## src/rtl/lut_sched_pkg.sv

```systemverilog
// Shared types and helpers for the time-multiplexed LUT-neuron layer scheduler.
// Optional feature macro used by the top: LUT_SCHED_PERF_EN.
package lut_sched_pkg;

  // Scheduler FSM states
  typedef enum logic [1:0] {
    IDLE = 2'd0,
    EVAL = 2'd1,
    OUT  = 2'd2
  } state_e;

  // Upper bound on packed map width accepted by map_slice()
  localparam int MAP_MAX = 1024;

  // Width of one connectivity index for an input vector of in_w bits
  function automatic int idx_w(input int in_w);
    return $clog2(in_w);
  endfunction

  // Width of a truth-table address for a neuron of fan-in in_bits
  function automatic int addr_w(input int in_bits);
    return in_bits;
  endfunction

  // Extract connection j (idx_w bits wide) from a packed connectivity map
  function automatic int unsigned map_slice(input logic [MAP_MAX-1:0] map,
                                            input int idx_w_in,
                                            input int j);
    logic [MAP_MAX-1:0] s;
    s = map >> (j * idx_w_in);
    return s[31:0] & ((32'd1 << idx_w_in) - 32'd1);
  endfunction

endpackage

```

## src/rtl/lut_neuron_gather.sv

```systemverilog
// Combinational gather: builds one neuron's truth-table address from the
// latched layer input and that neuron's packed connectivity map.
// Indices that point past the real input width read as constant 0.
module lut_neuron_gather
  import lut_sched_pkg::*;
#(
  parameter int IN_BITS = 6,
  parameter int IN_W    = 64
) (
  input  logic [IN_W-1:0]                   i_in,
  input  logic [IN_BITS*idx_w(IN_W)-1:0]    i_map,
  output logic [addr_w(IN_BITS)-1:0]        o_addr
);

  localparam int IDX_W = idx_w(IN_W);
  localparam int PAD_W = 2 ** IDX_W;

  // Zero-extended input so every representable index selects a defined bit
  logic [PAD_W-1:0] w_pad;
  assign w_pad = PAD_W'(i_in);

  // Address bit j comes from the input bit named by map slice j
  always_comb begin
    o_addr = '0;
    for (int j = 0; j < IN_BITS; j++) begin
      o_addr[j] = w_pad[IDX_W'(map_slice(MAP_MAX'(i_map), IDX_W, j))];
    end
  end

endmodule

```

## src/rtl/lut_layer_scheduler.sv

```systemverilog
// Time-multiplexed evaluator for one sparse LUT-neuron layer: one neuron is
// gathered and looked up per cycle through a single shared datapath.
// Optional: define LUT_SCHED_PERF_EN to add perf_inf / perf_stall counters.
module lut_layer_scheduler
  import lut_sched_pkg::*;
#(
  parameter int IN_BITS     = 6,
  parameter int NUM_NEURONS = 16,
  parameter int IN_W        = 64
) (
  input  logic                                            clk,
  input  logic                                            rst_n,
  input  logic                                            s_valid,
  output logic                                            s_ready,
  input  logic [IN_W-1:0]                                 s_data,
  output logic                                            m_valid,
  input  logic                                            m_ready,
  output logic [NUM_NEURONS-1:0]                          m_data,
  output logic                                            cfg_ready,
  input  logic                                            cfg_tbl_we,
  input  logic                                            cfg_map_we,
  input  logic [((NUM_NEURONS > 1) ? $clog2(NUM_NEURONS) : 1)-1:0] cfg_neuron,
  input  logic [2**IN_BITS-1:0]                           cfg_tbl,
  input  logic [IN_BITS*idx_w(IN_W)-1:0]                  cfg_map
`ifdef LUT_SCHED_PERF_EN
  ,
  output logic [31:0]                                     perf_inf,
  output logic [31:0]                                     perf_stall
`endif
);

  localparam int IDX_W = idx_w(IN_W);
  localparam int DEPTH = 2 ** IN_BITS;
  localparam int MAP_W = IN_BITS * IDX_W;
  localparam int NW    = (NUM_NEURONS > 1) ? $clog2(NUM_NEURONS) : 1;

  // Control state
  state_e                  r_state;
  logic [NW-1:0]           r_cnt;
  logic [IN_W-1:0]         r_in_lat;
  logic                    r_m_valid;
  logic [NUM_NEURONS-1:0]  r_m_data;

  // Runtime-loadable neuron storage; deliberately not reset
  logic [DEPTH-1:0]        r_tbl [NUM_NEURONS];
  logic [MAP_W-1:0]        r_map [NUM_NEURONS];

  logic                    w_idle;
  logic                    w_last;
  logic [MAP_W-1:0]        w_map;
  logic [DEPTH-1:0]        w_tbl_row;
  logic [IN_BITS-1:0]      w_addr;
  logic                    w_res;

  assign w_idle    = (r_state == IDLE);
  assign s_ready   = w_idle;
  assign cfg_ready = w_idle;
  assign m_valid   = r_m_valid;
  assign m_data    = r_m_data;

  assign w_last    = (r_cnt == NW'(NUM_NEURONS - 1));
  assign w_map     = r_map[r_cnt];
  assign w_tbl_row = r_tbl[r_cnt];
  assign w_res     = w_tbl_row[w_addr];

  lut_neuron_gather #(
    .IN_BITS (IN_BITS),
    .IN_W    (IN_W)
  ) u_gather (
    .i_in   (r_in_lat),
    .i_map  (w_map),
    .o_addr (w_addr)
  );

  // Scheduler FSM: accept a vector, walk all neurons, hold result until taken
  always_ff @(posedge clk or negedge rst_n) begin
    if (!rst_n) begin
      r_state   <= IDLE;
      r_cnt     <= '0;
      r_in_lat  <= '0;
      r_m_valid <= 1'b0;
      r_m_data  <= '0;
    end else begin
      case (r_state)
        IDLE: begin
          if (s_valid) begin
            r_in_lat <= s_data;
            r_cnt    <= '0;
            r_state  <= EVAL;
          end
        end
        EVAL: begin
          r_m_data[r_cnt] <= w_res;
          if (w_last) begin
            r_cnt     <= '0;
            r_m_valid <= 1'b1;
            r_state   <= OUT;
          end else begin
            r_cnt <= r_cnt + NW'(1);
          end
        end
        OUT: begin
          if (m_ready) begin
            r_m_valid <= 1'b0;
            r_state   <= IDLE;
          end
        end
        default: begin
          r_state <= IDLE;
        end
      endcase
    end
  end

  // Configuration writes land only while idle; otherwise they are dropped
  always_ff @(posedge clk) begin
    if (w_idle) begin
      if (cfg_tbl_we) r_tbl[cfg_neuron] <= cfg_tbl;
      if (cfg_map_we) r_map[cfg_neuron] <= cfg_map;
    end
  end

`ifdef LUT_SCHED_PERF_EN
  logic [31:0] r_perf_inf;
  logic [31:0] r_perf_stall;

  function automatic logic [31:0] sat_inc(input logic [31:0] v);
    return (v == 32'hFFFF_FFFF) ? v : v + 32'd1;
  endfunction

  assign perf_inf   = r_perf_inf;
  assign perf_stall = r_perf_stall;

  // Count completed output handshakes and cycles stalled by downstream
  always_ff @(posedge clk or negedge rst_n) begin
    if (!rst_n) begin
      r_perf_inf   <= '0;
      r_perf_stall <= '0;
    end else if (r_state == OUT) begin
      if (m_ready) r_perf_inf   <= sat_inc(r_perf_inf);
      else         r_perf_stall <= sat_inc(r_perf_stall);
    end
  end
`endif

endmodule
```

## config.mk

```make
export PLATFORM = sky130hd
export DESIGN_NAME = lut_layer_scheduler
export DESIGN_NICKNAME = d
export VERILOG_FILES = /design/src/rtl/lut_sched_pkg.sv /design/src/rtl/lut_neuron_gather.sv /design/src/rtl/lut_layer_scheduler.sv
export SDC_FILE = /design/constraint.sdc
export NUM_CORES = 2
export LEC_CHECK = 0
export ABC_CLOCK_PERIOD_IN_PS = 20400
export BUFFER_PORTS_ARGS = -buffer_cell sky130_fd_sc_hd__buf_4
export CAP_MARGIN = 20
export CORE_UTILIZATION = 56
export CTS_BUF_LIST = sky130_fd_sc_hd__clkbuf_8
export DETAILED_ROUTE_END_ITERATION = 10
export PLACE_DENSITY = 0.75
export SYNTH_ARGS = -nofsm -noshare
export SYNTH_HDL_FRONTEND = slang
export SYNTH_HIERARCHICAL = 1
export SYNTH_SLANG_ARGS = --single-unit
```

## constraint.sdc

```tcl
create_clock -name clk -period 20.4 [get_ports clk]
set_input_delay 3.06 -clock clk [delete_from_list [all_inputs] [get_ports clk]]
set_output_delay 3.06 -clock clk [all_outputs]
set_load 0.005 [all_outputs]
```

# --- Word-level counts from Yosys, hierarchy flattened ---
# Memory sizes are Yosys's and may differ from the RTL's.
# Cells that the tools add are included.
word_totals:
  ram_bits: 1600
  output_inout_bits: 19
  regBits: 87
  elab_cells: 64
  input_bits: 174
  memories: 2
op_classes:
  n_addsub: 1
  muxes: 33
  n_lt_le_gt_ge: 9
  reduce_logical: 8
  n_eq_ne: 6
mem_list:
  columns: ["name", "depth", "word_bits", "read_ports", "rd_clocked_by_memory_dff", "wr", "line", "rtl"]
  rows:
  - ["r_tbl", 16, 64, 1, 0, 1, "lut_layer_scheduler.sv:45", "logic [DEPTH-1:0] r_tbl [NUM_NEURONS];"]
  - ["r_map", 16, 36, 1, 0, 1, "lut_layer_scheduler.sv:46", "logic [MAP_W-1:0] r_map [NUM_NEURONS];"]
op_table:
  columns: ["cell", "count"]
  rows:
  - ["$lt A6 B7 Y1 const B", 7]
  - ["$bmux W1 S6", 7]
  - ["$bwmux W16", 1]
  - ["$mux W1", 16]
  - ["$mux W4", 2]
  - ["$pmux W4 S2", 1]
  - ["$mux W2", 3]
  - ["$ne A2 B2 Y1 const B", 3]
  - ["$pmux W2 S3", 1]
  - ["$reduce_and A3 Y1", 2]
  - ["$lt A4 B5 Y1 const B", 1]
  - ["$add A4 B1 Y4 const B", 1]
  - ["$demux W1 S4", 1]
  - ["$eq A4 B4 Y1 const B", 1]
  - ["$ge A4 B1 Y1 const B", 1]
  - ["$reduce_and A2 Y1", 2]
  - ["$reduce_bool A2 Y1", 2]
  - ["$eq A2 B1 Y1 const B", 1]
  - ["$eq A2 B2 Y1 const B", 1]
  - ["$logic_not A2 Y1", 1]
  - ["$pmux W1 S2", 1]
  - ["$logic_and A1 B1 Y1", 1]

# --- Longest topological paths before layout ---
# An unclocked memory read counts as a cell.
depth:
  depth_word: 6
  ltp_mapped: 30
  ltp_nobuf: 16

# --- By module ---
# The synthesis kept the hierarchy.
by_module_without_submodules:
  columns: ["module", "instances", "cells_per_inst", "area_each_um2", "seq_area_each_um2"]
  rows:
  - ["lut_layer_scheduler", 1, 3106, 64813.4, 50223.2]
  - ["lut_neuron_gather", 1, 270, 3314.4, 0.0]

# --- Worst setup path after synthesis ---
# OpenSTA, ideal clock, no wires.
synth_timing:
  kind: "input -> register"
  startpoint: "input port cfg_neuron[2] (netlist name)"
  endpoint: "memory r_tbl[4][0] (netlist name) (enable)"
  t_required_ps: 19835
  arrival_ps: 8012
  slack_ps: 11823
  path_stages: 4
  cell_sequence: "clkbuf_1 > nand2b_1 > nand2b_1 > nor3_1"
synth_lines:
  columns: ["item", "line", "rtl"]
  rows:
  - ["start, declared", "lut_layer_scheduler.sv:22", "input logic [((NUM_NEURONS > 1) ? $clog2(NUM_NEURONS) : 1)-1:0] cfg_neuron,"]
  - ["end, declared", "lut_layer_scheduler.sv:45", null]
# Straight into the memory's write port.

# --- Worst setup path after layout ---
layout_timing:
  startpoint: "register r_cnt[0]"
  endpoint: "register r_m_data[1] (netlist: m_data[1])"
layout_between:
  elab_chain_cells: 6
  word_cells_on_any_way: 22
  cone_classes: "2 x order compare; 17 x mux; 1 x reduce/logical; 2 x memory"
layout_rtl:
  columns: ["item", "line", "rtl"]
  rows:
  - ["start, declared", "lut_layer_scheduler.sv:39", "logic [NW-1:0] r_cnt;"]
  - ["start signal, assigned", "lut_layer_scheduler.sv:99", "r_cnt <= r_cnt + NW'(1);"]
  - ["$mem_v2 Z16 W36", null, null]
  - ["named net w_map[6]", "lut_layer_scheduler.sv:50", "logic [MAP_W-1:0] w_map;"]
  - ["$bmux W1 S6", "lut_neuron_gather.sv:26", "o_addr[j] = w_pad[IDX_W'(map_slice(MAP_MAX'(i_map), IDX_W, j))];"]
  - ["$mux W1 (not written as such)", "lut_neuron_gather.sv:26", null]
  - ["named net w_addr[1]", "lut_layer_scheduler.sv:52", "logic [IN_BITS-1:0] w_addr;"]
  - ["$bmux W1 S6", "lut_layer_scheduler.sv:64", "assign w_res = w_tbl_row[w_addr];"]
  - ["$mux W1 (not written as such)", "lut_layer_scheduler.sv:64", null]
  - ["$bwmux W16", "lut_layer_scheduler.sv:93", "r_m_data[r_cnt] <= w_res;"]
  - ["end signal, assigned by index", "lut_layer_scheduler.sv:93", null]
  - ["end, declared", "lut_layer_scheduler.sv:42", "logic [NUM_NEURONS-1:0] r_m_data;"]
# The timed path passes the listed nets, and every way through them passes these cells. The select of a mux whose other input is x is not followed.
# A chain may end at the register's enable or synchronous reset.

==> out/results.md <==
| Metric | Reported | Unit |
| --- | --- | --- |
| Result of the run | finished clean | - |
| Total power consumption of the routed design | 0.01128 | W |
| Insertion delay of the later-clocked pin in the worst-skew pair | 0.98 | ns |
| Width of the die | 350.8 | microns |
| Number of standard cells in the layout, taps in and fillers out | 5,519 | - |
| GRT Total Usage | 0.2870 | - |
| Number of I/O port buffers | 192 | - |
| 1st-pass router iterations | 5 | - |
| Number of nets in the final layout | 3,905 | - |
| DRT Wirelength | 174,500 | microns |
| Hold buffer count at CTS | 0 | - |
| Vias per inst | 6.623 | - |
| Synthesized area divided by synthesized cell count | 20.18 | sq um |
| Type of destination of the critical path | flip-flop | - |
| Register area share after synthesis | 0.7372 | - |
| Syn Nets | 3,554 | - |
| Max Fanout on Critical Path | 89 | - |
| Min-delay src | m_data[1]$_DFFE_PN0P_ | - |
| Peak clock frequency supported by timing | 124.0 | MHz |
| Buffers from clock root to sink, at most | 4 | - |
| DRC violation total after the first TritonRoute iteration | 5,442 | - |
| PD cells | 148.4 | nW/um^2 |
| Total negative slack | 0 | ns |
| Post-synthesis cell count | 3,376 | - |
| Largest cells by area after synthesis | edfxtp_1, mux4_2, dfrtp_1 | - |
| Root Buffer | clkbuf_8 | - |
| Remaining routing DRC violations | 0 | - |
| Library cells used by synthesis | 72 | - |
| Final Critical Period | 8.063 | ns |
| Clock network fraction of total power | 0.225 | - |
| Final setup violation count | 0 | - |
| Sequential fraction of design power | 0.371 | - |
| RSZ-0062 raised after global routing | no | - |
| DP HPWL | 98,600 | microns |
| Signed area change from the synthesized netlist to the final layout | 11.56 | % |
| CTS tree | done | - |
| Pin count of the biggest net entering global routing | 123 | - |
| Most used flip-flop cell after synthesis | edfxtp_1 | - |
| Required time of the critical path | 21.20 | ns |
| Remaining global-route overflow | 0 | - |
| Destination of the worst hold path | m_data[1]$_DFFE_PN0P_ | - |
| Worst VDD drop | 0.1582 | mV |
| Resize count post-CTS | 0 | - |
| Routed wirelength normalized by instance count | 31.62 | microns |
| Flop2flop setup slack | 12.34 | ns |
| Flip-flop and latch count after synthesis | 1,687 | - |
| Capture point of the worst reg-to-reg path | m_data[1]$_DFFE_PN0P_ | - |
| Net load switching power | 0.004156 | W |
| Share of flip-flops with an asynchronous set or reset | 0.05157 | - |
| Cell taking the most area after synthesis | edfxtp_1 | - |
| Number of H-tree levels | 5 | - |
| Logic gate share of total power | 0.404 | - |
| Share of total power consumed by net switching | 0.3685 | - |
| Utilization of the core after routing | 0.6319 | - |
| Number of CTS-inserted buffers | 276 | - |
| Reg-to-reg startpoint | r_cnt[0]$_DFFE_PN0P_ | - |
| Hold violation count in the final report | 0 | - |
| Number of vias in the routed layout | 36,550 | - |
| Area of the mapped netlist | 68,130 | sq um |
| Headroom to the max-slew limit | 0.1935 | - |
| Final worst clock skew | 0.05741 | ns |
| Number of cells on the worst reg-to-reg path | 18 | - |
| Lkg Pwr | 25.26 | nW |
| Type of origin of the critical path | flip-flop | - |
| Path type of the worst setup path | reg2reg | - |
| Number of enable flip-flop cells after synthesis | 1,600 | - |
| Height of the die | 350.8 | microns |
| WHS Path Cells | 1 | - |
| Number of warnings reported in the yosys synthesis log | 6 | - |
| Commonest cells after routing, fill and taps aside | edfxtp_1, mux4_2, clkbuf_8 | - |
| Layout cells sized above 1 | 0.2803 | - |
| IO Count | 193 | - |
| Fill cell count | 8,020 | - |
| Path class of the lowest-slack min-delay path | reg2reg | - |
| Pin slew with the least headroom to its limit | 1.207 | ns |
| Total die area | 123,100 | sq um |
| Buffers inserted by post-CTS timing repair | 0 | - |
| Final worst path period share | 0.3952 | - |
| Vias in the first global route | 36,000 | - |
| Yosys top cell area share | 0.7052 | - |
| First-pass GRT wire length | 250,700 | microns |
| Commonest non-fill, non-tap cell in the layout | edfxtp_1 | - |
| Number of placed cells counting well taps | 5,059 | - |
| Antenna violations before repair | 15 | - |
| Number of slew-limit violations in the final report | 0 | - |
| Core Rows | 127 | - |
| Max-cap violations | 0 | - |
| Weighted congestion reported at the end of routability-driven placement | 0.9005 | - |
| Arrival time of data at the critical path endpoint | 8.87 | ns |
| Effective utilization at floorplan | 0.5664 | - |
| Antenna Violating Nets Remaining | 0 | - |
| Clock slew at reported path FFs | 0.06 | ns |
| Cell Int Power | 0.007122 | W |
| Clock sink count | 1,687 | - |
| Core Box Area | 120,300 | sq um |
-- routing by layer --
metal	global-route usage	wire length [microns]
met1	0.4193	67400
met2	0.4223	79320
met3	0.07710	22770
met4	0.09981	4979
met5	0	52
-- metrics by stage --
step           area (sq um)  hold WS [ns]  setup WS (ns)
2_1_floorplan         68130        0.4806          11.82
3_3_place_gp          71370        0.4933          12.44
3_5_place_dp          71370        0.5047          12.45
4_1_cts               75960        0.5177          12.42
5_1_grt               76000        0.5424          11.78
6_report              76010        0.5164          12.34
-- cells by family after synthesis --
family / count (synthesis) / synth area share
muxes: 676 / 0.1807
DFF: 1687 / 0.7372
buffers and inverters: 220 / 0.01809
and+or+nand+nor: 484 / 0.03157
adders and majority gates: 4 / 0.0007346
AOI/OAI and AO/OA: 305 / 0.03174
-- registers in the layout (all words and copies together), names as in the netlist --
name / flops
r_map: 576
r_tbl: 1024
r_in_lat: 64
r_state: 2
m_valid: 1
m_data: 16
r_cnt: 4
-- power groups by stage --
stage	combinational (W)	clock, W	sequential (W)
5_1_grt	0.00478	0.00272	0.00419
3_3_place_gp	0.00443	0	0.00424
6_report	0.00456	0.00254	0.00418
2_1_floorplan	0.00330	0	0.00405
4_1_cts	0.00449	0.00257	0.00417
3_5_place_dp	0.00447	0	0.00424
-- cell usage after synthesis, types with 7 or more instances --
cell and instances:
edfxtp_1 1600, dfrtp_1 87, buf_1 24, a2111oi_0 13, a22o_1 9, and2_1 8, o21ai_0 48, nand3b_1 11
buf_4 28, nor2_1 71, a221oi_1 11, mux4_1 18, nand3_1 35, nand2_1 273, buf_6 21, inv_1 10
nand2b_1 13, mux4_2 415, nor2b_1 25, mux2_2 26, a21oi_1 46, a31oi_1 14, o22ai_1 33, o211ai_1 7
clkbuf_1 68, a22oi_1 27, nor3_1 19, buf_2 63, mux2i_1 212, o221ai_1 27, a211oi_1 20
-- worst max path at each step --
| stage | start | endpoint |
|---|---|---|
| global route | r_cnt[0]$_DFFE_PN0P_ | m_data[0]$_DFFE_PN0P_ |
| floorplan | cfg_neuron[2] | r_tbl[4][0]$_DFFE_PP_ |
| CTS | r_cnt[0]$_DFFE_PN0P_ | m_data[5]$_DFFE_PN0P_ |
| global placement | r_cnt[0]$_DFFE_PN0P_ | m_data[1]$_DFFE_PN0P_ |
| detailed placement | r_cnt[0]$_DFFE_PN0P_ | m_data[5]$_DFFE_PN0P_ |
| finish | r_cnt[0]$_DFFE_PN0P_ | m_data[1]$_DFFE_PN0P_ |
-- cell type report --
cell class / count / area, sq um / share of cell area
multi-input combinational: 1469 / 16930 / 0.2228
timing repair buffer: 282 / 2158 / 0.02840
clock buffer: 280 / 3854 / 0.05070
clock inverter: 167 / 737.0 / 0.009696
sequential: 1687 / 50240 / 0.6610
antenna: 11 / 27.53 / 0.0003622
inverter: 11 / 41.29 / 0.0005432
tap: 1612 / 2017 / 0.02654
-- critical path: stages (launching register included) --
cell	delay (ns)
dfrtp_4	0.90
buf_4	0.79
buf_12	0.54
mux4_2	0.58
mux4_2	0.75
mux4_2	0.52
a311oi_1	0.28
o211ai_1	0.14
o21ai_0	0.12
nor2_2	0.05
buf_4	0.22
inv_1	0.49
o311ai_0	0.23
a2111oi_0	0.42
a211oi_1	0.09
a221oi_1	0.60
a221o_1	0.23
o211ai_2	0.37
mux2_2	0.43
(Power assumes the default switching activity.)
